[config.mk]
export PLATFORM = sky130hd
export DESIGN_NAME = bcd_seg_scan
export DESIGN_NICKNAME = d
export VERILOG_FILES = /design/src/rtl/bcd_seg_scan.sv
export SDC_FILE = /design/constraint.sdc
export NUM_CORES = 1
export LEC_CHECK = 0
export BUFFER_PORTS_ARGS = -buffer_cell sky130_fd_sc_hd__buf_2
export CAP_MARGIN = 20
export CORE_MARGIN = 3
export CORE_UTILIZATION = 51
export CTS_CLUSTER_DIAMETER = 40
export DETAILED_ROUTE_END_ITERATION = 8
export PLACE_DENSITY = 0.72
export SLEW_MARGIN = 20
export SYNTH_ARGS = -nofsm -noshare
export SYNTH_HDL_FRONTEND = slang
export SYNTH_SLANG_ARGS = --single-unit
[constraint.sdc]
create_clock -name clk -period 3.06 [get_ports clk]
set_clock_uncertainty 0.2 [all_clocks]
set_input_delay 0.612 -clock clk [delete_from_list [all_inputs] [get_ports clk]]
set_output_delay 0.612 -clock clk [all_outputs]
set_load 0.005 [all_outputs]
[src/rtl/bcd_seg_scan.sv]
// Time-multiplexed 7-digit LED driver for the frequency counter's BCD digits.
// Frame-synchronous snapshot, leading-zero blanking, decimal point, ghost blanking.
module bcd_seg_scan #(
  parameter int CLK_HZ      = 50_000_000,
  parameter int SCAN_HZ     = 1000,
  parameter int BLANK_CYC   = 2,
  parameter int SEG_ACT_LOW = 1,
  parameter int SEL_ACT_LOW = 1
) (
  input  logic       clk,
  input  logic       rst_n,
  input  logic [3:0] p1,
  input  logic [3:0] p2,
  input  logic [3:0] p3,
  input  logic [3:0] p4,
  input  logic [3:0] p5,
  input  logic [3:0] p6,
  input  logic [3:0] p7,
  input  logic       load,
  input  logic       blank_en,
  input  logic [2:0] dp_pos,
  output logic [7:0] seg,
  output logic [6:0] sel
);

  localparam int DIV = CLK_HZ / SCAN_HZ;
  localparam int CW  = (DIV > 2) ? $clog2(DIV) : 1;
  localparam logic [CW-1:0] CNT_LAST  = CW'(DIV - 1);
  localparam logic [CW-1:0] CNT_BLANK = CW'(BLANK_CYC);
  localparam logic [7:0] SEG_MASK = (SEG_ACT_LOW != 0) ? 8'hFF : 8'h00;
  localparam logic [6:0] SEL_MASK = (SEL_ACT_LOW != 0) ? 7'h7F : 7'h00;

  logic [CW-1:0] cnt;
  logic [2:0]    idx;
  logic          pending;
  logic [3:0]    snap [7];
  logic [2:0]    snap_dp;
  logic [3:0]    p_in [7];
  logic          frame_end;

  logic [3:0] cur;
  logic       lead_zero;
  logic       blank;
  logic       dp_on;
  logic [6:0] glyph;
  logic [7:0] seg_act;
  logic [6:0] sel_act;

  assign p_in[0] = p1;
  assign p_in[1] = p2;
  assign p_in[2] = p3;
  assign p_in[3] = p4;
  assign p_in[4] = p5;
  assign p_in[5] = p6;
  assign p_in[6] = p7;

  assign frame_end = (cnt == CNT_LAST) && (idx == 3'd6);

  always_comb begin
    cur       = 4'h0;
    lead_zero = 1'b1;
    // Prefix scan: the current digit and everything left of it must be zero to blank.
    for (int i = 0; i < 7; i++) begin
      if (3'(i) <= idx) begin
        if (snap[i] != 4'h0) lead_zero = 1'b0;
        if (3'(i) == idx)    cur = snap[i];
      end
    end
    case (cur)
      4'd0:    glyph = 7'h3F;
      4'd1:    glyph = 7'h06;
      4'd2:    glyph = 7'h5B;
      4'd3:    glyph = 7'h4F;
      4'd4:    glyph = 7'h66;
      4'd5:    glyph = 7'h6D;
      4'd6:    glyph = 7'h7D;
      4'd7:    glyph = 7'h07;
      4'd8:    glyph = 7'h7F;
      4'd9:    glyph = 7'h6F;
      default: glyph = 7'h40;
    endcase
    dp_on = (snap_dp != 3'd0) && ({1'b0, snap_dp} == ({1'b0, idx} + 4'd1));
    blank = blank_en && lead_zero && (idx != 3'd6) &&
            ((snap_dp == 3'd0) || (({1'b0, idx} + 4'd1) < {1'b0, snap_dp}));
    seg_act = blank ? 8'h00 : {dp_on, glyph};
    sel_act = 7'b1 << idx;
    if (cnt < CNT_BLANK) begin
      seg_act = 8'h00;
      sel_act = 7'h00;
    end
  end

  always_ff @(posedge clk or negedge rst_n) begin
    if (!rst_n) begin
      cnt     <= '0;
      idx     <= 3'd0;
      pending <= 1'b0;
      snap_dp <= 3'd0;
      for (int i = 0; i < 7; i++) snap[i] <= 4'h0;
      seg     <= SEG_MASK;
      sel     <= SEL_MASK;
    end else begin
      seg <= seg_act ^ SEG_MASK;
      sel <= sel_act ^ SEL_MASK;
      if (cnt == CNT_LAST) begin
        cnt <= '0;
        idx <= (idx == 3'd6) ? 3'd0 : idx + 3'd1;
      end else begin
        cnt <= cnt + 1'b1;
      end
      // A load coinciding with frame end is captured directly without touching pending.
      if (frame_end && (pending || load)) begin
        for (int i = 0; i < 7; i++) snap[i] <= p_in[i];
        snap_dp <= dp_pos;
        pending <= 1'b0;
      end else if (load) begin
        pending <= 1'b1;
      end
    end
  end

endmodule

======== Yosys cells after proc, flatten, opt, wreduce, memory -nomap -nowiden ========
Memories as Yosys holds them, arrays and structs flattened.
Index checks and enable logic that the tools add are counted.
storage, ports and cells
  bits in registers ....................... 66
  memory bits (read-only) ................. 112
  bits of input ports ..................... 35
  output and inout bits ................... 15
  logic and storage cells ................. 93
  memories ................................ 1
cells by class
  add/subtract/negate cells ............... 3
  magnitude comparators ................... 9
  equality and inequality tests ........... 10
  shifts and indexed selects .............. 1
  mux-type cells .......................... 35
  bitwise gates (word level) .............. 2
  reductions and logical operators ........ 19
memory list
  memory           words  width  rd ports  clocked after Yosys merged registers in  write ports  line  RTL
  (no name shown)  16     7      1         0                                        0            69    case (cur)
operators with widths
  cell                                                           count
  2-to-1 mux 4 bit                                               14
  nonzero test 4 bit                                             7
  adder 16 x 1 -> 16 bit, second input constant                  1
  equality test 16 bit, second input constant                    1
  < comparator 16 x 2 -> 1 bit, second input constant            1
  2-to-1 mux 1 bit                                               16
  2-to-1 mux 16 bit                                              1
  2-to-1 mux 8 bit                                               2
  equality test 3 bit, first input constant                      3
  less-or-equal comparator 3 bit, first input constant           3
  NOT 8 bit                                                      1
  2-to-1 mux 7 bit                                               1
  NOT 7 bit                                                      1
  left shift 1 x 3 -> 7 bit, first input constant                1
  equality test 2 x 3 -> 1 bit, first input constant             2
  less-or-equal comparator 1 x 3 -> 1 bit, first input constant  2
  less-or-equal comparator 2 x 3 -> 1 bit, first input constant  2
  logical AND 1 bit                                              6
  logical NOT 3 bit                                              2
  adder 3 x 1 -> 4 bit, second input constant                    1
  equality test 3 x 4 -> 1 bit                                   1
  < comparator 4 x 3 -> 1 bit                                    1
  adder 3 x 1 -> 3 bit, second input constant                    1
  equality test 1 x 3 -> 1 bit, first input constant             1
  6 further kinds                                                7

======== Longest topological paths before layout ========
Gate-level depths: netlist of run 1.
  word-level depth ........................ 21
  depth in mapped cells ................... 13

======== Least setup slack after synthesis of run 1 ========
Ideal clock, no wire load.
  path kind ............................... reg-to-reg
  start ................................... register idx[0]
  end ..................................... register seg[1]
  library setup time ...................... 0.063 ns
  data arrival time ....................... 2.617 ns
  required time ........................... 2.797 ns
  slack ................................... 0.180 ns
  stages on the path, launching flop included .. 14
  buffers on the path ..................... 3
  period minus slack after synthesis ...... 2.880 ns
  path through ............................ dfrtp_1 -> clkbuf_1 -> inv_1 -> ha_1 -> clkbuf_1 -> clkbuf_1 -> nor2_1 -> o21ai_0 -> nand3_1 -> a32oi_1 -> inv_1 -> ha_1 -> a22oi_1 -> nand2b_1
on the way
  longest elaborated chain between the ends .. 20
  elaborated cells on any way between the ends .. 52
  those cells by class .................... add/sub: 1; order compare: 8; eq/ne: 7; mux: 29; bitwise: 1; reduce/logical: 5; memory: 1
RTL lines
  what                                                                                              line  RTL
  start, declared                                                                                   34    logic [2:0] idx;
  start signal, assigned                                                                            107   idx <= (idx == 3'd6) ? 3'd0 : idx + 3'd1;
  parallel branches: the longest is 17 deep, another holds less-or-equal comparator 1 x 3 -> 1 bit  n/a
  2-to-1 mux 8 bit *                                                                                85    seg_act = blank ? 8'h00 : {dp_on, glyph};
  2-to-1 mux 8 bit *                                                                                87    if (cnt < CNT_BLANK) begin
  NOT 8 bit (no line) *                                                                             n/a
  end signal, assigned                                                                              103   seg <= seg_act ^ SEG_MASK;
  end, declared                                                                                     22    output logic [7:0] seg,
Every way passes the cells marked *.
A chain may end at the register's enable or synchronous reset.

======== Worst setup path after layout of run 1 ========
  start ................................... register idx[1]
  end ..................................... register seg[3]
Same word-level chain as after synthesis.

==> flow_summary.toml, run 1 <==
[run_status]
status = "completed"

[sta]
slew_viol_final = 0
worstMarginPinSlew_ns = 0.6933
hold_violations = 0
setup_viol = 0
fmax_mhz = 369.1
slew_headroom_pct = 53.78
min_period_ns = 2.710
setup_tns_ns = 0
period_share_pct = 88.55
rsz0062_at_grt = "false"
fin_ws_ns = 0.3504

[setup_path]
reg2reg_slack_ns = 0.35
arrival_ns = 2.78
r2r_cells = 8
path_max_fanout = 12
required_ns = 3.13
rr_startpoint = "idx[1]$_DFFE_PN0N_"
end_kind = "flop"
crit_start = "idx[1]$_DFFE_PN0N_"
critPathCapture = "seg[3]$_DFF_PN1_"
r2r-end = "seg[3]$_DFF_PN1_"
cp-start-kind = "flop"
critical_path_class = "flop to flop"

[drt]
routed_via_density = 5.757
postRouteAntennaNets = 0
drc_errors = 0
first_pass_iters = 5
wl_um = 7241
routedWlPerCell_um = 16.27
dr.first_iter.drc_count = 275
via_count = 2562

[die]
row_count = 28
core_area_um2 = 6131
die_w_um = 87.03
initial_core_util_pct = 54.61
dieArea_um2 = 7573
io_pins = 50
die_h_um = 87.03

[pwr]
pwr-share-seq_pct = 53.3
p_int_uw = 1347
leakagePower_uw = 0.001733
power_uw = 1755
p_sw_share_pct = 23.26
p_clk_share_pct = 39.5
vdd_drop_max_mv = 0.3447
p_comb_share_pct = 7.2
power.density_nw_per_um2 = 451.4
p_sw_uw = 408.1

[synth]
yosysWarnings = 0
syn_area_um2 = 3348
async_flop_share_pct = 100.0
syn_nets = 357
ys.flop_type = "dfrtp_1"
synth_edf_count = 0
syn_inst = 310
synth-seq-cells = 66
synth_cell_types = 56
synthTopCellsByArea = "dfrtp_1, dfstp_2, mux2_2"
yosysTopAreaCell = "dfrtp_1"
seq_area_frac_synth_pct = 49.89
synth.avg_cell_area_um2 = 10.80
yosysTopAreaCellShare_pct = 38.12

[layout]
layout_commonest_cell = "dfrtp_1"
diodes = 0
regArea_um2 = 1670
nFillCells = 491
multi_input_area_um2 = 1559
final_cell_mix = "dfrtp_1, buf_2, nand2_1"
drive_gt1_share_pct = 31.62
finalNetCount = 412
syn2layout_area_growth_pct = 16.11
postLayoutCellArea_um2 = 3887
fin_util_pct = 63.41

[grt]
grt-ovfl-total = 0
antenna_found_initial = 0
first_global_vias = 2675
grt_pass1_wl_um = 12780
gr-usage-all-layers_pct = 21.97
grt_max_degree = 36

[clocking]
cts_root_buf = "clkbuf_8"
numCtsBuffers = 9
ctsResizeCount = 0
worstSkewPairLatency_ns = 0.35
cts_tree = "yes"
cts.sinks = 66
htree_levels = 3
clockBufferDepth = 2
cts-hold-fix-buffers = 0
cts.clk_slew.worst_paths_ns = 0.07
cts_setup_buffers = 0

[placement]
numPortBuffers = 49
place_ws_ns = 0.2560
finalWeightedCongestion = 0.9175
dpl-instance-area_um2 = 3702
dp_hpwl_um = 5310

[worst_hold_path]
hold_path.class = "primary input to async pin"

[job]
maxCapViolCount = 0
layout make-up:
class,count,share of cell area [%]
well taps,75,2.414
clock inverters,6,1.481
inverters,11,1.062
multi-input cells,219,40.10
clock buffers,10,3.283
flip-flops and latches,66,42.97
repair buffers,58,8.690
synth_stat cells, drive strengths merged, types with 4 or more instances:
cell	n
a21oi	8
and2	5
and3	5
buf	4
clkbuf	10
dfrtp	51
dfstp	15
ha	12
inv	11
mux2	27
nand2	31
nand3	14
nand4	6
nor2	19
nor3	6
nor4	8
o2111ai	5
o21ai	16
xnor2	10
xor2	4
critical path, stage by stage (launching register included):
cell       delay [ns]
dfrtp_1          0.43
inv_1            0.12
ha_1             0.44
nand2_1          0.10
mux4_2           0.51
o22a_1           0.23
o21ai_1          0.31
nor2_1           0.08
o2111ai_1        0.21
how the worst min path moves through the flow:
stage               depth (start not counted)                   to              from  slack [ns]
CTS                                         1     cnt[5]$_DFF_PN0_             rst_n        0.13
detailed placement                          1     cnt[0]$_DFF_PN0_  cnt[0]$_DFF_PN0_        0.25
global route                                1  snap[0]$_DFFE_PN0P_             rst_n        0.15
global placement                            1     cnt[0]$_DFF_PN0_  cnt[0]$_DFF_PN0_        0.24
finish                                      1  snap[1]$_DFFE_PN0P_             rst_n        0.11
floorplan                                   0     cnt[0]$_DFF_PN0_             rst_n        0.12
per-layer routing:
| metal | part of all wire, % | track usage [%] |
|---|---|---|
| met4 | 1.4 | 6.516 |
| met5 | 0 | 0 |
| met2 | 51 | 35.61 |
| met1 | 42 | 27.61 |
| met3 | 5.6 | 7.852 |
power groups by stage:
stage	registers (uW)	logic (uW)	clock network, uW
finish	935	126	694
global route	939	144	754
CTS	935	128	710
detailed placement	950	127	0
global placement	950	124	0
floorplan	945	58.3	0
logic make-up (layout without fill, tap and decap cells):
| kind of cell | after synthesis | after routing | synth area share, % |
|---|---|---|---|
| AO/OA/AOI/OAI | 52 | 52 | 10.58 |
| XOR/XNOR | 14 | 14 | 3.662 |
| adder cells (fa/ha/maj) | 13 | 13 | 4.783 |
| buffers and inverters | 25 | 85 | 3.550 |
| flip-flops | 66 | 66 | 49.89 |
| multiplexers | 29 | 29 | 10.05 |
| AND/OR/NAND/NOR | 111 | 111 | 17.49 |
state kept, by name, summed over array words and instances, names as in the netlist:
name and flops:
sel 7, snap 28, idx 3, seg 8, pending 1, snap_dp 3
cnt 16
through the flow:
step / hold slack (ns) / instances
global route: 0.1493 / 445
detailed placement: 0.2515 / 429
floorplan: 0.1164 / 310
global placement: 0.2422 / 429
CTS: 0.1271 / 445
finish: 0.1091 / 445
(Power assumes the default switching activity.)
==> inputs of run 2 (changes only) <==
--- a/config.mk
+++ b/config.mk
@@ -12,6 +12,7 @@
 export CTS_CLUSTER_DIAMETER = 40
 export DETAILED_ROUTE_END_ITERATION = 8
 export PLACE_DENSITY = 0.72
+export REMOVE_ABC_BUFFERS = 1
 export SLEW_MARGIN = 20
 export SYNTH_ARGS = -nofsm -noshare
 export SYNTH_HDL_FRONTEND = slang
==> flow_summary.toml, run 2 (synthesis results as in run 1) <==
[run_status]
status = "completed"

[clocking]
cts.sinks = 66
cts_root_buf = "clkbuf_8"
clockBufferDepth = 2
cts-hold-fix-buffers = 0
ctsResizeCount = 0
cts.clk_slew.worst_paths_ns = 0.07
worstSkewPairLatency_ns = 0.34
numCtsBuffers = 9
cts_tree = "yes"
htree_levels = 3
cts_setup_buffers = 0

[die]
core_area_um2 = 6131
dieArea_um2 = 7573
die_h_um = 87.03
die_w_um = 87.03
io_pins = 50
row_count = 28
initial_core_util_pct = 54.61

[drt]
dr.first_iter.drc_count = 127
postRouteAntennaNets = 0
first_pass_iters = 4
routedWlPerCell_um = 15.99
via_count = 2549
wl_um = 7148
drc_errors = 0
routed_via_density = 5.702

[setup_path]
end_kind = "flop"
rr_startpoint = "idx[1]$_DFFE_PN0N_"
path_max_fanout = 12
arrival_ns = 2.77
path_cells = "inv_1 -> ha_1 -> a311o_1 -> nand3_1 -> a32oi_1 -> inv_1 -> ha_1 -> a22oi_1 -> nand2b_1"
cpPeakStageDelay_ns = 0.42
crit_start = "idx[1]$_DFFE_PN0N_"
cp-start-kind = "flop"
critical_path_class = "flop to flop"
required_ns = 3.13
crit_slowest_cell = "ha_1"

[pwr]
power.density_nw_per_um2 = 455.5
leakagePower_uw = 0.001738
vdd_drop_max_mv = 0.2945

[layout]
postLayoutCellArea_um2 = 3894
multi_input_area_um2 = 1559
nFillCells = 503
diodes = 0
largest_reg_flops = 28
drive_gt1_share_pct = 31.72
regArea_um2 = 1670
regMostFlops = "snap"
reg.largest.list = "snap: 28 flops, cnt: 16 flops, seg: 8 flops"
finalNetCount = 414
layout_commonest_cell = "dfrtp_1"
final_cell_mix = "dfrtp_1, buf_2, nand2_1"
syn2layout_area_growth_pct = 16.29

[sta]
min_period_ns = 2.696
period_share_pct = 88.11
fin_hold_ws_ns = 0.2546
setup_viol = 0
rsz0062_at_grt = "false"
slew_headroom_pct = 46.54
slew_viol_final = 0
fmax_mhz = 370.9
worstMarginPinSlew_ns = 0.8019
setup_tns_ns = 0
hold_violations = 0

[grt]
grt_pass1_wl_um = 12110
gr-usage-all-layers_pct = 20.56
antenna_found_initial = 0
grt_max_degree = 67
grt-ovfl-total = 0
first_global_vias = 2554

[placement]
finalWeightedCongestion = 0.8987
dp_hpwl_um = 5186
numPortBuffers = 49
dpl-instance-area_um2 = 3705

[worst_hold_path]
hold_path.class = "primary input to async pin"

[job]
maxCapViolCount = 0
## run 2: changes by cell type in the layout (fill, tap and decap cells not counted)
cell      before  now
o21ai_0       15   16
o21ai_1        1    0
buf_12         2    1
clkinv_4       1    0
clkbuf_1       1    3
buf_4          7   10
clkbuf_8       9   10
clkinv_1       1    0
clkinv_2       3    2
## run 2: critical path, delay by kind of cell, from the launching register on
| family | cells | cell delay, ns |
|---|---|---|
| DFF | 1 | 0.41 |
| adders and majority gates | 2 | 0.74 |
| and+or+nand+nor | 2 | 0.23 |
| buffers and inverters | 2 | 0.24 |
| AOI/OAI and AO/OA | 3 | 0.81 |
## run 2: per-layer routing
metal  track usage [%]  vias to the layer above  part of all wire (%)  wire, um
met5                 0                        -                     0         0
met4             7.507                        0                   1.3        90
met3             6.244                        9                   6.2       444
met2             31.82                       67                    48      3438
met1             27.28                     1236                    44      3175
li1                  -                     1237                     -         -
## run 2: cell type report
class                      count  area share (%)
sequential                    66           42.90
multi-input combinational    219           40.04
timing repair buffer          60           8.740
clock buffer                  13           3.824
tap                           75           2.410
inverter                      11           1.060
clock inverter                 3           1.028
## run 2: worst paths after layout
| path | to | slack (ns) | depth (start not counted) |
|---|---|---|---|
| max in group asynchronous | snap[17]$_DFFE_PN0P_ | 1.90 | 2 |
| min in group clk | cnt[0]$_DFF_PN0_ | 0.27 | 1 |
| setup reg to reg | seg[1]$_DFF_PN1_ | 0.36 | 9 |
| setup / recovery | seg[1]$_DFF_PN1_ | 0.36 | 9 |
| hold reg to reg | cnt[0]$_DFF_PN0_ | 0.27 | 1 |
| hold / removal | snap[11]$_DFFE_PN0P_ | 0.25 | 2 |
## run 2: report_power, final
group	internal, uW	switching, uW	total (uW)
clock network	397	319	716
registers	914	20.3	934
logic	61.3	62.2	124
total	1370	401	1770
## run 2: metrics by stage
step	setup WS, ns	utilization [%]	std cells	power, uW
after detailed placement	0.4103	60.43	431	1075
after global routing	0.1358	63.51	447	1848
after floorplan	0.08478	-	296	1003
final	0.3637	63.51	447	1774
after CTS	0.3593	63.51	447	1794
after global placement	0.4766	60.43	431	1069
==> inputs of run 3 (changes only) <==
--- a/config.mk
+++ b/config.mk
@@ -11,7 +11,7 @@
 export CORE_UTILIZATION = 51
 export CTS_CLUSTER_DIAMETER = 40
 export DETAILED_ROUTE_END_ITERATION = 8
-export PLACE_DENSITY = 0.72
+export PLACE_DENSITY = 0.8
 export REMOVE_ABC_BUFFERS = 1
 export SLEW_MARGIN = 20
 export SYNTH_ARGS = -nofsm -noshare
==> flow_summary.toml, run 3 (synthesis results as in run 1) <==
[run_status]
status = "completed"

[die]
die_w_um = 87.03
core_area_um2 = 6131
dieArea_um2 = 7573
die_h_um = 87.03
initial_core_util_pct = 54.61
io_pins = 50
row_count = 28

[drt]
drc_errors = 0
postRouteAntennaNets = 0
dr.first_iter.drc_count = 125
routed_via_density = 5.698
routedWlPerCell_um = 16.12
first_pass_iters = 5
via_count = 2530
wl_um = 7159

[setup_path]
required_ns = 3.11
crit_buf_inv = 2
path_max_fanout = 16
arrival_ns = 2.78
end_kind = "flop"
path_cells = "buf_4 -> ha_1 -> nor2_1 -> o21ai_0 -> nand3_1 -> a32oi_1 -> inv_1 -> ha_1 -> nor2_1 -> o2111ai_1"
cpPeakStageDelay_ns = 0.42
crit_slowest_cell = "a32oi_1"
cp-start-kind = "flop"
critical_path_class = "flop to flop"
crit_family = "adder cells"

[clocking]
worstSkewPairLatency_ns = 0.35
htree_levels = 3
numCtsBuffers = 9
cts_root_buf = "clkbuf_8"
cts.clk_slew.worst_paths_ns = 0.08
cts_setup_buffers = 0
clockBufferDepth = 2
cts.sinks = 66
cts_tree = "yes"

[pwr]
leakagePower_uw = 0.001742
power.density_nw_per_um2 = 487.6
vdd_drop_max_mv = 0.3959

[sta]
hold_violations = 0
rsz0062_at_grt = "false"
min_period_ns = 2.733
slew_viol_final = 0
slew_headroom_pct = 46.35
period_share_pct = 89.32
fmax_mhz = 365.9
setup_tns_ns = 0
setup_viol = 0
worstMarginPinSlew_ns = 0.8048

[layout]
regMostFlops = "snap"
finalNonFillerCells = 444
largest_reg_flops = 28
final_cell_mix = "dfrtp_1, buf_2, nand2_1"
syn2layout_area_growth_pct = 17.04
diodes = 0
drive_gt1_share_pct = 31.98
reg.largest.list = "snap: 28 flops, cnt: 16 flops, seg: 8 flops"
layout_commonest_cell = "dfrtp_1"
finalNetCount = 411

[placement]
dpl.cell_count = 428
numPortBuffers = 49
finalWeightedCongestion = 0.8822
dp_hpwl_um = 5117

[grt]
grt-ovfl-total = 0
antenna_found_initial = 0
met2_usage_pct = 33.06
grt-busiest-layer = "met2"
gr-usage-met3_pct = 5.771
grt_max_degree = 67
grtUsageMet1_pct = 28.73
first_global_vias = 2522
gr-usage-all-layers_pct = 21.20
grt_pass1_wl_um = 12250

[worst_hold_path]
hold_path.class = "primary input to async pin"

[job]
maxCapViolCount = 0
## run 3: cell types whose count changed in the layout (fill, tap and decap cells not counted), sizes merged
| cell | before | now |
|---|---|---|
| bufinv | 1 | 2 |
| clkinvlp | 0 | 1 |
| buf | 60 | 57 |
| inv | 11 | 12 |
| clkinv | 2 | 1 |
| clkbuf | 13 | 11 |
## run 3: worst paths after layout
path                                     from                     end  slack, ns  cells past startpoint
hold / removal                          rst_n       cnt[10]$_DFF_PN0_       0.23                      2
setup / recovery           idx[1]$_DFFE_PN0N_        seg[3]$_DFF_PN1_       0.33                     10
max in group asynchronous               rst_n     snap[7]$_DFFE_PN0P_       1.89                      2
setup reg to reg           idx[1]$_DFFE_PN0N_        seg[3]$_DFF_PN1_       0.33                     10
hold reg to reg              cnt[0]$_DFF_PN0_        cnt[0]$_DFF_PN0_       0.26                      1
min in group clk                    dp_pos[2]  snap_dp[2]$_DFFE_PN0P_       0.26                      3
## run 3: per-stage QoR
stage                     area (um^2)  setup WS (ns)  hold WS, ns  power (uW)  utilization, %
final                            3919         0.3269       0.2334        1911           63.92
after global routing             3919        0.07015       0.2610        1977           63.92
after CTS                        3919         0.2719       0.2490        1928           63.92
after detailed placement         3682         0.3296       0.2553        1074           60.06
after global placement           3682         0.3811       0.2447        1068           60.06
after floorplan                  3271        0.08478       0.1164        1003               -
## run 3: per-layer routing
metal  wire (um)  vias to the layer above
li1            -                     1227
met3         399                       10
met4          85                        0
met5           0                        -
met2        3478                       72
met1        3196                     1221
## run 3: final cells by class
| class | instances | area (um^2) |
|---|---|---|
| inverters | 11 | 41.29 |
| flip-flops and latches | 66 | 1670 |
| clock buffers | 11 | 151.4 |
| multi-input cells | 219 | 1559 |
| well taps | 75 | 93.84 |
| repair buffers | 57 | 317.8 |
| clock inverters | 5 | 85.08 |
| fillers | 497 | 2212 |
## run 3: timing repair
action | CTS | global route
hold buffers | 0 | 0
setup endpoints to repair | 0 | 2
gates resized for setup | 0 | 1
## run 3: power by group
group	switching, uW	total, uW	leakage [uW]	internal [uW]
clock network	346	853	0.000116	507
registers	20.9	934	0.000809	913
logic	63.0	124	0.000817	60.7
## run 3: worst register-to-register path, cell delays in order (launching register included)
cell and delay [ns]:
dfrtp_1 0.34, buf_4 0.21, ha_1 0.40, nor2_1 0.07
o21ai_0 0.16, nand3_1 0.10, a32oi_1 0.42, inv_1 0.14
ha_1 0.33, nor2_1 0.14, o2111ai_1 0.13
